### src/rtl/s0_fetch.sv
// s0_fetch: instruction-fetch stage; computes the fetch PC, drives the BIOS/IMEM read
// addresses and presents the fetched instruction to decode one cycle later.
// Ports:
//   clk, rst (async, active-low)
//   stall, redirect, redirect_pc        control from s1 (load-use) and s2 (branch/jump)
//   bios_addr, imem_addr                word addresses, driven every cycle
//   bios_dout, imem_dout                synchronous read data, 1 cycle after address
//   pc_s1, instruction_s1, valid_s1     contents of s1
//   fetch_fault                         sticky misaligned-redirect / unmapped-fetch flag
module s0_fetch #(
    parameter logic [31:0] RESET_PC = 32'h4000_0000,
    parameter logic [31:0] NOP      = 32'h0000_0013
) (
    input  logic        clk,
    input  logic        rst,
    input  logic        stall,
    input  logic        redirect,
    input  logic [31:0] redirect_pc,
    output logic [11:0] bios_addr,
    output logic [13:0] imem_addr,
    input  logic [31:0] bios_dout,
    input  logic [31:0] imem_dout,
    output logic [31:0] pc_s1,
    output logic [31:0] instruction_s1,
    output logic        valid_s1,
    output logic        fetch_fault
);
    typedef enum logic {BOOT, RUN} state_t;
    typedef enum logic [1:0] {NONE, BIOS, IMEM} src_t;
    state_t      state, state_nxt;
    src_t        src_q, src_d;
    logic [31:0] fetch_pc;
    logic        fault_d;
    // BOOT re-presents RESET_PC so the memories latch it; stall re-reads pc_s1 so the
    // synchronous read data (and thus instruction_s1) stays stable.
    always_comb begin
        state_nxt      = state;
        fetch_pc       = pc_s1;
        if (state == BOOT) state_nxt = RUN;
        else fetch_pc = redirect ? redirect_pc : stall ? pc_s1 : pc_s1 + 32'd4;
        src_d          = fetch_pc[31:28] == 4'h4 ? BIOS : fetch_pc[31:28] == 4'h1 ? IMEM : NONE;
        fault_d        = fetch_fault | (state == RUN &&
                         ((redirect && redirect_pc[1:0] != 2'b00) || src_d == NONE));
        valid_s1       = state == RUN && src_q != NONE;
        instruction_s1 = !valid_s1 ? NOP : src_q == BIOS ? bios_dout : imem_dout;
    end
    assign bios_addr = fetch_pc[13:2];
    assign imem_addr = fetch_pc[15:2];
    always_ff @(posedge clk or negedge rst) begin
        if (!rst) begin
            state       <= BOOT;
            pc_s1       <= RESET_PC;
            src_q       <= NONE;
            fetch_fault <= 1'b0;
        end else begin
            state       <= state_nxt;
            pc_s1       <= fetch_pc;
            src_q       <= src_d;
            fetch_fault <= fault_d;
        end
    end
endmodule

### config.mk
export PLATFORM = sky130hd
export DESIGN_NAME = s0_fetch
export DESIGN_NICKNAME = d
export VERILOG_FILES = /design/src/rtl/s0_fetch.sv
export SDC_FILE = /design/constraint.sdc
export NUM_CORES = 1
export LEC_CHECK = 0
export CORE_ASPECT_RATIO = 1.25
export CORE_MARGIN = 3
export CORE_UTILIZATION = 38
export CTS_CLUSTER_DIAMETER = 150
export DETAILED_ROUTE_END_ITERATION = 8
export PLACE_DENSITY = 0.91
export SLEW_MARGIN = 10
export SYNTH_ARGS = -nofsm -noshare
export SYNTH_HDL_FRONTEND = slang
export SYNTH_SLANG_ARGS = --single-unit
export TNS_END_PERCENT = 100
### constraint.sdc
create_clock -name clk -period 3.7 [get_ports clk]
set_clock_uncertainty 0.05 [all_clocks]
set_input_delay 0.925 -clock clk [delete_from_list [all_inputs] [get_ports clk]]
set_output_delay 0.925 -clock clk [all_outputs]
set_load 0.01 [all_outputs]
# Word level (Yosys, flattened, before mapping)
# Cells that the tools add are included.
# classes
div	0
eq_ne	4
addsub	1
bitwise	1
n_reduce_logical	8
multipliers	0
shift	0
order_cmp	0
mux	7
# ops
operator	count
$mux W32	5
$add A32 B3 Y32 const B	1
$eq A4 B1 Y1 const B	1
$eq A4 B3 Y1 const B	1
$mux W2	2
$reduce_bool A2 Y1	2
$logic_and A1 B1 Y1	3
$eq A2 B1 Y1 const B	1
$logic_not A2 Y1	1
$ne A2 B1 Y1 const B	1
$reduce_and A2 Y1	1
$logic_or A1 B1 Y1	1
$or A1 B1 Y1	1
# totals
latchBits	0
input_bits	100
regBits	36
elab_cells	26
ram_bits	0
memories	0
output_inout_bits	92
romBits	0

# Logic depth before layout (Yosys ltp)
# logic_depth
depth_word	11
depth_mapped	8

# Least setup slack after synthesis
# OpenSTA, ideal clock, no wires.
# synth_path
kind	input to output
from	input redirect
to	output bios_addr[9]
stages	7
path_slack_ps	403
arrival_time_ps	2322
required_ps	2725
path_cell_list	clkbuf_1 inv_1 clkbuf_1 buf_1 o22ai_1 a22oi_1 buf_4
# synth_via
elab_chain_cells	2
# synth_lines
element	line	source
from (decl)	17	input logic redirect,
$mux W32	40	else fetch_pc = redirect ? redirect_pc : stall ? pc_s1 : pc_s1 + 32'd4;
$mux W32	39	if (state == BOOT) state_nxt = RUN;
to (decl)	19	output logic [11:0] bios_addr,
# Every way passes these cells.

# Final worst setup path
# layout_path
from	input redirect
to	output bios_addr[1]
# The elaborated chain is that of the path after synthesis.

==> metrics.md <==
| Metric | Value |
|---|---|
| Startpoint types | input port |
| Skew-Pair Late Insertion Delay | 0.29 ns |
| Least-Margin Pin Slew | 1.09 ns |
| Async SR Flop Fraction | 100% |
| DR DRC count | 0 |
| Row cnt | 35 |
| Yosys top cell by area | dfrtp_1 |
| Routed vias/inst | 5.73 |
| Final-stage net count | 693 |
| Power consumption | 1.44 mW |
| Synthesized cell area | 3060 um^2 |
| Initial Util | 40.3% |
| Synth warn | 0 |
| CTS max path bufs | 2 |
| Port Buffers | 191 |
| Netlist cell types | 54 |
| Power per standard cell area | 282 nW/um^2 |
| Status | complete, no violations |
| Clock sinks | 36 |
| Initial antenna violation count | 0 |
| Fin crit period | 3.55 ns |
| Final Non-Filler Cells | 685 |
| WL met1 | 4360 um |
| Fin. Hold Viols | 0 |
| Final core utilization | 67.1% |
| Crit path cell chain | clkdlybuf4s50_1, buf_12, buf_4, nand2_1, inv_1, a221o_1, dlygate4sd2_1 |
| Num ports | 192 |
| DR top layer | met4 |
| Met3 wire length | 1100 um |
| Pre-CTS setup slack | -0.322 ns |
| Post-synth top area share | 28.7% |
| F_max | 0.282 GHz |
| CTS tree | built |
| WP data required | 2.72 ns |
| Largest cells by area after synthesis | dfrtp_1 29%, nand2_1 11%, a21oi_1 8.2%, buf_4 6.6%, o21ai_0 4.8% |
| Syn Inst Count | 423 |
| Ys flop type | dfrtp_1 |
| Detailed Place HPWL | 9280 um |
| WP buf/inv | 5 |
| First-pass GRT wire length | 19100 um |
| Net Count, Synth | 524 |
| Final worst slack | 0.153 ns |
| Post-CTS setup buffer count | 0 |
| Placer Congestion | 0.905 |
| Placed insts | 677 |
| Clk Tree Root Cell | clkbuf_8 |
| Drt first pass iters | 7 |
| Post-synth EDFFs | 0 |
| CP Max Fanout | 19 |
| Final period utilization | 95.9% |
| H-tree depth | 2 |
| GR Util All Layers | 25.4% |
| Most frequent cells in the layout | 163 x clkdlybuf4s50_1, 90 x nand2_1, 44 x a21oi_1, 35 x dfrtp_1, 27 x nor2_1 |
| Max Cap Viol | 0 |
| Crit path max-delay family | buffers and inverters |
| Routed WL | 12200 um |
| Overall via count from detail_route | 3926 |
| Die width | 86.2 um |
| RSZ-0062 raised after global routing | false |
| Final Setup Violations | 0 |
| WL met2 | 6340 um |
| Register bit count reported by yosys | 36 |
| Largest net degree at the start of global routing | 37 |
| Share of cells above drive strength 1 | 10.3% |
| Core area | 7580 um^2 |
| Total global routing overflow | 0 |
| Die Span Y | 106 um |
| Hold WC Path Type | register to register |
| Critical path class | input port to output pin |
| Slowest Stage Delay on Critical Path | 0.46 ns |
| Sequential-to-total area share from yosys stat | 29.5% |
| Slew Limit Fails | 0 |
| Iter 0 DRT Violations | 182 |
| Area Growth Syn to Fin | 66.5% |
| Mapped Avg Cell Area | 7.22 um^2 |
| WP data arrival | 2.57 ns |
| Critical-path top delay cell | clkdlybuf4s50_1 |
| Leak Pwr | 2.07 nW |
| Slew HR | 27.3% |
| Clk pin slew, worst setup/hold paths | 0.07 ns |
| CTS Buf Count | 5 |
| Routed len/inst | 17.7 um |
| Setup_tns | 0 ns |
| Die area | 9160 um^2 |
| Commonest non-fill, non-tap cell in the layout | clkdlybuf4s50_1 |
| CP Capture Type | output pin |
| Maximum VDD drop | 0.000262 V |
| Via count of the first global-routing pass | 3857 |
| # diodes | 0 |
| Antenna-violating nets left | 0 |
flip-flops by register name, summed over array words and instances (netlist names):
name and cells:
pc_s1 32, src_q 2, state 1, fetch_fault 1
metrics by stage:
step | instance area, um^2 | hold slack, ns
6_report | 5090 | 0.460
5_1_grt | 5090 | 0.493
4_1_cts | 5070 | 0.464
3_5_place_dp | 4990 | 0.447
3_3_place_gp | 4990 | 0.444
2_1_floorplan | 3060 | 0.500
final timing paths:
check / cells after the start / to / start / slack (ns)
max in group asynchronous: 1 / pc_s1[6] / rst / 2.39
worst max-delay path: 7 / bios_addr[1] / redirect / 0.15
min in group asynchronous: 1 / pc_s1[5] / rst / 0.68
worst max register to register: 6 / fetch_fault / pc_s1[19] / 1.41
worst min-delay path: 1 / pc_s1[1] / pc_s1[1] / 0.46
worst min register to register: 1 / pc_s1[1] / pc_s1[1] / 0.46
logic make-up after synthesis:
group,share of synthesized area (%)
AOI/OAI and AO/OA,26.3
muxes,2.78
buffers and inverters,11.0
DFF,29.5
other,0.123
and+or+nand+nor,29.9
adders and majority gates,0.409
synth_stat cells (3+ instances only):
| cell type | count |
|---|---|
| and4_1 | 4 |
| nor2_1 | 27 |
| nand2_1 | 91 |
| clkbuf_1 | 21 |
| mux2i_1 | 4 |
| inv_1 | 9 |
| nor3_1 | 5 |
| a21oi_1 | 50 |
| buf_4 | 27 |
| and3_1 | 6 |
| mux2_2 | 4 |
| buf_1 | 4 |
| nand2b_1 | 5 |
| nor2b_1 | 5 |
| nor3b_1 | 4 |
| nor4_2 | 4 |
| o22ai_1 | 6 |
| o21ai_0 | 29 |
| a22o_1 | 9 |
| nand4_1 | 6 |
| o31ai_1 | 5 |
| a21o_1 | 3 |
| nand3_1 | 17 |
| dfrtp_1 | 35 |
| a22oi_1 | 6 |
routing by layer:
layer | vias up | GRT usage (%)
met5 | - | 0
met4 | 0 | 9.02
met3 | 32 | 5.35
met2 | 246 | 46.5
met1 | 1828 | 28.6
li1 | 1820 | -
area by class of cell:
class,instances,area [um^2]
clock buffers,7,76.3
clock inverters,1,5.00
fillers,615,2490
inverters,9,33.8
multi-input cells,325,1860
flip-flops and latches,36,902
well taps,92,115
repair buffers,215,2090
report_power, final:
group / internal [mW] / leakage (nW) / switching [mW]
clock network: 0.132 / 0.0422 / 0.146
registers: 0.444 / 0.423 / 0.0710
logic: 0.345 / 1.61 / 0.296
total: 0.922 / 2.07 / 0.513
timing repair:
action                     CTS  global route
resized for setup           35             6
hold buffers                 0             0
pin swaps                    2             0
setup endpoints to repair   26            12
worst reg2reg max path: stages (launching register included):
cell     delay [ns]
dfrtp_1        0.45
and3_1         0.30
nand2_1        0.20
nor4_2         0.37
mux2_2         0.43
a211o_1        0.25
a41oi_2        0.16
(Power assumes the default switching activity.)
